===== src/rtl/lock_key_scheduler.sv =====
// lock_key_scheduler
// Loads two serial keys, holds the locked FSM in reset until both are present,
// then presents key0/key1 in phase windows, with a phase counter that runs in
// lockstep with the locked FSM's own counter.
module lock_key_scheduler #(
    parameter int KEY_W  = 6,
    parameter int WINDOW = 4,
    parameter int PH_W   = 3
) (
    input  logic             clk,
    input  logic             rst,
    input  logic             key_sdi,
    input  logic             key_sval,
    input  logic             start,
    input  logic             stop,
    input  logic             zeroize,
    output logic [KEY_W-1:0] key_out,
    output logic             lock_rst,
    output logic             key_ready,
    output logic             running,
    output logic [PH_W-1:0]  phase,
    output logic             load_err
);

    localparam int SR_W   = 2 * KEY_W;
    localparam int CNT_W  = $clog2(SR_W + 1);
    localparam int PERIOD = 2 * WINDOW;

    typedef enum logic [1:0] {
        S_EMPTY,
        S_LOADING,
        S_READY,
        S_RUN
    } state_t;

    state_t            state, state_nx;
    logic [SR_W-1:0]   sr, sr_nx;
    logic [CNT_W-1:0]  cnt, cnt_nx;
    logic [PH_W-1:0]   phase_q, phase_nx;
    logic              err_q, err_nx;
    logic [SR_W-1:0]   sr_shifted;

    // New bits enter at the top and walk down, so the first bit ends in key0[0].
    assign sr_shifted = {key_sdi, sr[SR_W-1:1]};

    // State, key store, bit count, phase and sticky error registers.
    // NOTE: sequential state uses non-blocking (<=) so every register samples
    // pre-edge values; blocking here would create order-dependent races.
    always_ff @(posedge clk or posedge rst) begin
        if (rst) begin
            state   <= S_EMPTY;
            sr      <= '0;
            cnt     <= '0;
            phase_q <= '0;
            err_q   <= 1'b0;
        end else begin
            state   <= state_nx;
            sr      <= sr_nx;
            cnt     <= cnt_nx;
            phase_q <= phase_nx;
            err_q   <= err_nx;
        end
    end

    // Next-state logic: zeroize > stop > start > key_sval, each only where it acts.
    // NOTE: every target gets a hold default first, so no path leaves a value
    // unassigned and no latch is inferred.
    always_comb begin
        state_nx = state;
        sr_nx    = sr;
        cnt_nx   = cnt;
        phase_nx = phase_q;
        err_nx   = err_q;

        if (zeroize) begin
            state_nx = S_EMPTY;
            sr_nx    = '0;
            cnt_nx   = '0;
            phase_nx = '0;
            err_nx   = 1'b0;
        end else begin
            case (state)
                S_EMPTY: begin
                    // start/stop mean nothing without keys; only data moves us.
                    if (key_sval) begin
                        sr_nx    = sr_shifted;
                        cnt_nx   = CNT_W'(1);
                        state_nx = S_LOADING;
                    end
                end

                S_LOADING: begin
                    // Idle cycles simply hold, so gapped streams are fine.
                    if (key_sval) begin
                        sr_nx  = sr_shifted;
                        cnt_nx = cnt + CNT_W'(1);
                        if (cnt == CNT_W'(SR_W - 1)) begin
                            state_nx = S_READY;
                        end
                    end
                end

                S_READY: begin
                    if (stop) begin
                        phase_nx = '0;
                    end else if (start) begin
                        state_nx = S_RUN;
                        phase_nx = '0;
                    end else if (key_sval) begin
                        // Keys are sealed once complete; a reload needs zeroize.
                        err_nx = 1'b1;
                    end
                end

                S_RUN: begin
                    if (stop) begin
                        state_nx = S_READY;
                        phase_nx = '0;
                    end else begin
                        if (phase_q == PH_W'(PERIOD - 1)) begin
                            phase_nx = '0;
                        end else begin
                            phase_nx = phase_q + PH_W'(1);
                        end
                        if (key_sval) begin
                            err_nx = 1'b1;
                        end
                    end
                end

                default: begin
                    state_nx = S_EMPTY;
                end
            endcase
        end
    end

    assign running   = (state == S_RUN);
    assign lock_rst  = (state != S_RUN);
    assign key_ready = (state == S_READY) || (state == S_RUN);
    assign phase     = phase_q;
    assign load_err  = err_q;

    // Key select decoded purely from registers, so key_out settles right after
    // the rising edge and is stable for the locked FSM's falling-edge sample.
    always_comb begin
        key_out = '0;
        if (state == S_RUN) begin
            if (phase_q < PH_W'(WINDOW)) begin
                key_out = sr[KEY_W-1:0];
            end else begin
                key_out = sr[SR_W-1:KEY_W];
            end
        end
    end

endmodule


===== config.mk =====
export PLATFORM = sky130hd
export DESIGN_NAME = lock_key_scheduler
export DESIGN_NICKNAME = d
export VERILOG_FILES = /design/src/rtl/lock_key_scheduler.sv
export SDC_FILE = /design/constraint.sdc
export NUM_CORES = 1
export LEC_CHECK = 0
export CAP_MARGIN = 40
export CORE_MARGIN = 2
export CORE_UTILIZATION = 40
export DETAILED_ROUTE_END_ITERATION = 8
export PLACE_DENSITY = 0.63
export SYNTH_ARGS = -nofsm -noshare
export SYNTH_HDL_FRONTEND = slang
export SYNTH_SLANG_ARGS = --single-unit

===== constraint.sdc =====
create_clock -name clk -period 1.7 [get_ports clk]
set_clock_uncertainty 0.05 [all_clocks]
set_input_delay 0.51 -clock clk [delete_from_list [all_inputs] [get_ports clk]]
set_output_delay 0.51 -clock clk [all_outputs]
set_load 0.02 [all_outputs]

==> flow_metrics.env <==
export IMPL_status="complete, but fails checks"
export IMPL_violations="setup timing"
export IMPL_die_h_um=56.62
export IMPL_final_nets=171
export IMPL_syn_to_final_growth_pct=39.21
export IMPL_worst_path_max_delay_cell="dfrtp_2"
export IMPL_hp_class="flip-flop to flip-flop"
export IMPL_cts_sinks=22
export IMPL_maxCapViolations=0
export IMPL_dieArea_um2=3205
export IMPL_drive_above_1_share_pct=28.75
export IMPL_via_count=973
export IMPL_leakagePower_nw=0.7408
export IMPL_grt_max_degree=23
export IMPL_clock_latency_ns=0.30
export IMPL_post_dp_cell_area_um2=1451
export IMPL_power_density_nw_per_um2=667.5
export IMPL_synth_nets=130
export IMPL_dr_pass1_iters=5
export IMPL_relSlewSlack_pct=77.51
export IMPL_port_buffer_count=19
export IMPL_core_area_um2=2686
export IMPL_cts_inserted_buffers=3
export IMPL_worst_pin_slew_ns=0.3342
export IMPL_route_detailed_wl_per_inst_um=12.94
export IMPL_grt_pass1_wl_mm=4.250
export IMPL_finalSetupTns_ns=-0.6473
export IMPL_critical_path_cell_chain="buf_12 > mux2i_2 > nor2_1 > buf_4"
export IMPL_start_kind="flip-flop"
export IMPL_fin_area_um2=1541
export IMPL_syn_cell_area_um2=1107
export IMPL_slowest_delay_ns=0.45
export IMPL_irDropWorstVdd_v=0.0005325
export IMPL_grt_overflow_total=0
export IMPL_min_period_ns=1.828
export IMPL_place_congestion=0.7740
export IMPL_ys_warn_count=0
export IMPL_clockBufferDepth=2
export IMPL_htree_levels=1
export IMPL_vias_per_cell=5.094
export IMPL_cts_tree="done"
export IMPL_max_freq_ghz=0.5471
export IMPL_cts_clk_slew_worst_paths_ns=0.12
export IMPL_ys_seq_elements=22
export IMPL_postRouteAntennaNets=0
export IMPL_root_buffer="clkbuf_4"
export IMPL_hold_viol_final=0
export IMPL_grt_pass1_vias=993
export IMPL_start_util_pct=41.22
export IMPL_drc=0
export IMPL_arrival_ns=1.27
export IMPL_n_antenna_cell=0
export IMPL_fp_row_count=19
export IMPL_fill_cells=256
export IMPL_syn_inst=120
export IMPL_die_w_um=56.62
export IMPL_drt_iter0_drc=34
export IMPL_io_pins=20
export IMPL_antenna_found_initial=0
export IMPL_setup_viol=7
export IMPL_rsz0062_at_grt="yes"
export IMPL_cp_data_required_time_ns=1.14
export IMPL_path_class="flip-flop to output port"
export IMPL_maxSlewViolCount=0
export IMPL_ys_types=28
export IMPL_ctsHoldBuffers=0
export IMPL_r2r_slack_ns=0.17
export IMPL_post_route_period_util_pct=107.5
export IMPL_crit_fanout=6
export IMPL_routed_wl_mm=2.472
export IMPL_cp_end_kind="output port"
export IMPL_place_hpwl_mm=1.711
export IMPL_syn_avg_cell_area_um2=9.228
export IMPL_grt_usage_pct=17.12
export IMPL_synth_yosys_seq_area_share_pct=49.72
export IMPL_finalWorstSetupSlack_ns=-0.1277
final timing paths:
check | startpoint | cells past startpoint | end
min | load_err$_DFFE_PP0P_ | 2 | load_err$_DFFE_PP0P_
min in group asynchronous | rst | 3 | sr[0]$_DFFE_PP0P_
max reg2reg | state[0]$_DFFE_PP0P_ | 4 | phase[1]$_DFFE_PP0P_
max | phase[2]$_DFFE_PP0P_ | 4 | key_out[3]
max in group asynchronous | rst | 3 | phase[2]$_DFFE_PP0P_
min reg2reg | load_err$_DFFE_PP0P_ | 2 | load_err$_DFFE_PP0P_
stage by stage:
stage / util, % / worst slack (ns) / hold slack [ns] / power [mW] / instances
3_5_place_dp: 54.03 / -0.2294 / 0.4422 / 0.6398 / 182
3_3_place_gp: 54.03 / -0.2252 / 0.4342 / 0.6390 / 182
5_1_grt: 57.38 / -0.1938 / 0.4901 / 1.070 / 191
2_1_floorplan: - / 0.07362 / 0.4492 / 0.5912 / 120
4_1_cts: 56.31 / -0.1286 / 0.4670 / 1.042 / 190
6_report: 57.38 / -0.1277 / 0.4602 / 1.029 / 191
critical path: cells and delay by family (launching register included):
family	cells	cell delay, ns
buf+inv	2	0.29
mux	1	0.17
simple gates	1	0.06
flops	1	0.45
registers in the layout (all words and copies together) (netlist names):
| name | flops |
|---|---|
| sr | 12 |
| phase | 3 |
| state | 2 |
| cnt | 4 |
| load_err | 1 |
timing repair:
item,CTS,global route
resized for setup,51,7
setup buffers,3,1
gates cloned,1,0
setup endpoints to repair,13,8
pin swaps,1,0
where the power goes:
| group | total [mW] | switching, mW | internal, mW |
|---|---|---|---|
| Sequential | 0.536 | 0.00657 | 0.530 |
| Combinational | 0.0948 | 0.0504 | 0.0443 |
| Clock | 0.398 | 0.160 | 0.238 |
cell type report:
| cell class | count | area, um2 | share of cell area, % |
|---|---|---|---|
| Tap cell | 31 | 38.79 | 2.516 |
| Multi-Input combinational cell | 87 | 510.5 | 33.12 |
| Sequential cell | 22 | 551.8 | 35.80 |
| Inverter | 3 | 11.26 | 0.7305 |
| Timing Repair Buffer | 44 | 376.6 | 24.43 |
| Clock buffer | 3 | 22.52 | 1.461 |
| Clock inverter | 1 | 30.03 | 1.948 |
cell usage in the layout, fill, tap and decap left out, drive strengths merged, types with 3 or more instances in the layout:
| master | Yosys | routed |
|---|---|---|
| a21oi | 15 | 15 |
| buf | 8 | 35 |
| clkbuf | 1 | 3 |
| clkdlybuf4s50 | 0 | 6 |
| dfrtp | 22 | 22 |
| dlygate4sd2 | 0 | 3 |
| ha | 3 | 3 |
| inv | 3 | 3 |
| mux2i | 6 | 6 |
| nand2 | 27 | 28 |
| nor2 | 12 | 12 |
| nor2b | 3 | 3 |
synthesized netlist by cell type:
library cell  number  area [um2]
buf_2              5       25.02
nand2_2            1       6.260
and3_1             1       6.260
clkbuf_1           1       3.750
a31oi_1            1       6.260
nand2b_1           2       12.51
a32o_1             1       10.01
nand4b_1           2       17.52
nand3_1            2       10.01
ha_1               3       37.54
buf_4              2       15.01
inv_1              3       11.26
or3_1              1       6.260
mux2_2             1       11.26
nor2b_1            3       18.77
a21oi_1           14       70.07
nor2_1            12       45.04
a22o_1             2       17.52
nand3b_1           1       7.510
buf_6              1       11.26
o21ai_0            2       10.01
mux2i_1            6       60.06
nand2_1           26       97.59
a21oi_2            1       8.760
o21a_1             1       7.510
a41oi_1            2       17.52
dfrtp_1           22       550.5
nor4_1             1       6.260
kinds of logic (layout without fill, tap and decap cells):
group	after synthesis	after routing	share of synthesized area, %
AND/OR/NAND/NOR	52	53	21.13
AO/OA/AOI/OAI	24	24	13.33
flip-flops	22	22	49.72
buffers and inverters	12	51	5.987
multiplexers	7	7	6.441
adder cells (fa/ha/maj)	3	3	3.390
per-layer routing:
metal | share of wire [%] | track usage [%] | vias up
met4 | 1.4 | 8.503 | 0
met1 | 45 | 21.15 | 450
met2 | 49 | 29.07 | 28
met3 | 4.6 | 2.304 | 4
met5 | 0 | 0 | -
li1 | - | - | 491
No activity file was read; power rests on OpenSTA's default activity.
